<file path="src/rtl/snail_test_sequencer.sv">
// Self-test run controller for the snail recognizer chain: plays a latched
// pattern serially on a divided step strobe and counts detections per run.
module snail_test_sequencer #(
    parameter int div_width   = 24,
    parameter int count_width = 8
) (
    input  logic                   clk,
    input  logic                   reset_n,
    input  logic                   start,
    input  logic                   abort,
    input  logic [7:0]             pattern,
    input  logic [2:0]             len,
    input  logic                   repeat_mode,
    input  logic [div_width-1:0]   period,
    input  logic                   moore_y,
    input  logic                   mealy_y,
    output logic                   en,
    output logic                   seq_bit,
    output logic                   busy,
    output logic                   done,
    output logic [count_width-1:0] moore_cnt,
    output logic [count_width-1:0] mealy_cnt
);

    typedef enum logic [1:0] {IDLE, RUN, FIN} state_t;

    state_t                 state_q, state_d;
    logic [7:0]             pat_q, pat_d;
    logic [2:0]             len_q, len_d;
    logic                   rep_q, rep_d;
    logic [div_width-1:0]   per_q, per_d;
    logic [div_width-1:0]   div_q, div_d;
    logic [2:0]             idx_q, idx_d;
    logic [count_width-1:0] moore_q, moore_d;
    logic [count_width-1:0] mealy_q, mealy_d;

    assign busy      = (state_q == RUN);
    assign done      = (state_q == FIN);
    assign en        = busy && (div_q == per_q);
    assign seq_bit   = busy && pat_q[idx_q];
    assign moore_cnt = moore_q;
    assign mealy_cnt = mealy_q;

    always_comb begin
        state_d = state_q;
        pat_d   = pat_q;
        len_d   = len_q;
        rep_d   = rep_q;
        per_d   = per_q;
        div_d   = div_q;
        idx_d   = idx_q;
        moore_d = moore_q;
        mealy_d = mealy_q;
        unique case (state_q)
            IDLE: begin
                // abort takes priority over a coincident start
                if (start && !abort) begin
                    state_d = RUN;
                    pat_d   = pattern;
                    len_d   = len;
                    rep_d   = repeat_mode;
                    per_d   = period;
                    div_d   = '0;
                    idx_d   = '0;
                    moore_d = '0;
                    mealy_d = '0;
                end
            end
            RUN: begin
                if (abort) begin
                    state_d = IDLE;
                end else if (en) begin
                    div_d = '0;
                    if (moore_y && (moore_q != '1)) moore_d = moore_q + 1'b1;
                    if (mealy_y && (mealy_q != '1)) mealy_d = mealy_q + 1'b1;
                    if (idx_q == len_q) begin
                        idx_d = '0;
                        if (!rep_q) state_d = FIN;
                    end else begin
                        idx_d = idx_q + 1'b1;
                    end
                end else begin
                    div_d = div_q + 1'b1;
                end
            end
            FIN:     state_d = IDLE;
            default: state_d = IDLE;
        endcase
    end

    always_ff @(posedge clk or negedge reset_n) begin
        if (!reset_n) begin
            state_q <= IDLE;
            pat_q   <= '0;
            len_q   <= '0;
            rep_q   <= 1'b0;
            per_q   <= '0;
            div_q   <= '0;
            idx_q   <= '0;
            moore_q <= '0;
            mealy_q <= '0;
        end else begin
            state_q <= state_d;
            pat_q   <= pat_d;
            len_q   <= len_d;
            rep_q   <= rep_d;
            per_q   <= per_d;
            div_q   <= div_d;
            idx_q   <= idx_d;
            moore_q <= moore_d;
            mealy_q <= mealy_d;
        end
    end

endmodule

</file>
<file path="config.mk">
export PLATFORM = sky130hd
export DESIGN_NAME = snail_test_sequencer
export DESIGN_NICKNAME = d
export VERILOG_FILES = /design/src/rtl/snail_test_sequencer.sv
export SDC_FILE = /design/constraint.sdc
export NUM_CORES = 1
export LEC_CHECK = 0
export ABC_AREA = 1
export BUFFER_PORTS_ARGS = -buffer_cell sky130_fd_sc_hd__buf_2
export CAP_MARGIN = 20
export CORE_MARGIN = 2
export CORE_UTILIZATION = 35
export DETAILED_ROUTE_END_ITERATION = 6
export PLACE_DENSITY = 0.51
export SLEW_MARGIN = 20
export SYNTH_ARGS = -nofsm -noshare
export SYNTH_HDL_FRONTEND = slang
export SYNTH_SLANG_ARGS = --single-unit
</file>
<file path="constraint.sdc">
create_clock -name clk -period 2.1 [get_ports clk]
set_input_delay 0.105 -clock clk [delete_from_list [all_inputs] [get_ports clk]]
set_output_delay 0.105 -clock clk [all_outputs]
set_load 0.02 [all_outputs]
</file>
==> impl_metrics.py <==
metrics = {
    "run_status": {
        "status": "finished clean",
    },
    "layout": {
        "drive_gt1_frac": 0.192,
        "diodes": 0,
        "final_common_cell": "nand2_1",
        "mostFrequentLayoutCells": "nand2_1, nor2_1, dfrtp_1",
        "fin_nets": 717,
        "area_growth_syn_to_layout_pct": 20.3,
    },
    "critical_path": {
        "worstPathRequired_ns": 2.00,
        "cp.arrival_ns": 1.89,
        "cp_max_fo": 5,
        "cpMaxStageDelayCell": "dfrtp_1",
        "cp_common_cell": "nand2_1",
        "critical_path_class": "reg2out",
        "end_kind": "output port",
        "crit_path_cell_trace": "nand2_1, nand2_1, nor2_1, nand2_1, nor2_2, nand3_4, nor2_1, buf_2",
        "cp-start-kind": "register",
        "cp_slowest_stage_delay_ns": 0.45,
    },
    "routing": {
        "ant_nets": 0,
        "wl_per_cell_um": 12.9,
        "viasPerCell": 4.79,
        "vias": 4065,
        "drcViolationCount": 0,
        "wl_mm": 11.0,
        "drtIter0Drc": 190,
        "firstDrtPassIters": 4,
    },
    "synth": {
        "syn_nets": 640,
        "synth-seq-cells": 81,
        "synthArstFlopShare": 1.00,
        "synth.yosys.seq_area_share": 0.446,
        "synth_top_flop_cell": "dfrtp_1",
        "postSynthAreaPerCell_um2": 7.66,
        "synthCells": 594,
        "synth_cell_types": 36,
        "synth-edff-count": 0,
        "yosysWarningCount": 0,
        "netlist_area_um2": 4550,
    },
    "sta": {
        "fmax_mhz": 501,
        "post-route-period-util": 0.951,
        "fin_crit_ns": 2.00,
        "drv_slew": 0,
        "finalHoldViolations": 0,
        "relSlewSlack": 0.695,
        "max_slew.worst_pin.slew_ns": 0.453,
        "tns_ns": 0,
        "clock_skew_ns": 0.00501,
        "rsz0062_at_grt": "no",
        "finalSetupViolCount": 0,
    },
    "cts": {
        "path_clk_slew_ns": 0.06,
        "numCtsBuffers": 9,
        "cts_num_sinks": 81,
        "cts_max_path_buffers": 2,
        "insertion_delay_ns": 0.34,
        "root_buffer": "clkbuf_16",
        "cts_tree": "built",
        "htree_levels": 3,
    },
    "power_and_ir_drop": {
        "leakage_uw": 0.00273,
        "ir_worst_vdd_mv": 0.330,
        "power.density_nw_per_um2": 772,
        "p_total_uw": 4220,
    },
    "placement": {
        "portBuffers": 61,
        "globalplace.congestion": 0.845,
        "dp_hpwl_mm": 7.98,
    },
    "global_routing": {
        "grt_start_max_net_pins": 60,
        "antenna_found_initial": 0,
        "grt_pass1_vias": 3892,
        "grt_pass1_wl_mm": 18.7,
        "track_usage": 0.165,
        "overflow": 0,
    },
    "die": {
        "dieArea_um2": 13900,
        "die_w_um": 118,
        "io-pin-count": 62,
        "rows": 41,
        "start_util": 0.359,
        "core-area_um2": 12700,
        "die_h_um": 118,
    },
    "run": {
        "drv_cap": 0,
    },
    "worst_hold_path": {
        "hold_class": "in2reg",
    },
}
==> timing repair <==
action | 4_1_cts | 5_1_grt
setup buffers | 0 | 0
endpoints found under the hold margin | 40 | 0
setup endpoints to repair | 0 | 1
hold buffers | 14 | 0
gates resized for setup | 0 | 1
==> synthesized netlist by cell type, types with 4 or more instances <==
cell type	n	area, um2
a21oi_1	25	125
buf_2	6	30.0
clkbuf_1	6	22.5
dfrtp_1	81	2030
ha_1	4	50.1
inv_1	55	206
inv_2	15	56.3
mux2_2	14	158
nand2_1	165	619
nand3_1	21	105
nand4_1	26	163
nor2_1	95	357
nor3_1	13	65.1
o21ai_0	10	50.1
xnor2_1	5	43.8
xor2_1	19	166
==> sequential cells by signal (all words and copies together), names as in the netlist <==
name       count
div_q         24
per_q         24
mealy_cnt      8
moore_cnt      8
pat_q          8
idx_q          3
len_q          3
state_q        2
rep_q          1
==> where the power goes <==
group,internal [uW],switching (uW)
Combinational,321,476
Sequential,1740,140
Clock,927,614
==> per-stage QoR <==
step	setup slack, ns	utilization	cell area (um2)	instances	hold WS, ns
floorplan	0.529	-	4550	594	-0.191
global placement	0.224	0.397	5030	818	0.0834
detailed placement	0.176	0.397	5030	818	0.0805
CTS	0.108	0.432	5470	848	0.00462
global route	0.00645	0.432	5470	848	0.00561
finish	0.103	0.432	5470	848	0.0127
==> routing by layer <==
| layer | global-route usage | vias up | routed length (um) |
|---|---|---|---|
| met5 | 0 | - | 0 |
| met4 | 0.0693 | 0 | 235 |
| met3 | 0.0320 | 18 | 456 |
| met1 | 0.218 | 1920 | 5260 |
| li1 | - | 2042 | - |
| met2 | 0.262 | 85 | 5010 |
==> path summary, 6_finish.rpt <==
kind	from	endpoint	slack, ns	cells past startpoint
min in group asynchronous	reset_n	div_q[7]	0.26	2
hold reg to reg	pat_q[2]	pat_q[2]	0.50	1
setup reg to reg	div_q[16]	div_q[22]	0.18	10
setup / recovery	div_q[16]	en	0.10	8
max in group asynchronous	reset_n	div_q[4]	1.19	3
hold / removal	period[16]	per_q[16]	0.01	3
==> critical path, delay by kind of cell, from the launching register on <==
kind / cells / cell delay, ns
buf+inv: 1 / 0.20
flops: 1 / 0.45
simple gates: 7 / 0.92
==> logic make-up (layout without fill, tap and decap cells) <==
family / after synthesis / after routing / share of synthesized area
fa+ha+maj: 4 / 4 / 0.0110
xor+xnor: 24 / 24 / 0.0462
flops: 81 / 81 / 0.446
mux: 15 / 15 / 0.0369
compound gates: 44 / 44 / 0.0534
simple gates: 338 / 338 / 0.323
buf+inv: 88 / 170 / 0.0839
==> cell type report <==
cell class,count,area [um2]
fillers,1345,7200
multi-input cells,425,2140
flip-flops and latches,81,2030
repair buffers,84,528
clock buffers,14,284
inverters,70,263
well taps,172,215
clock inverters,2,10.0
(Power assumes the default switching activity.)
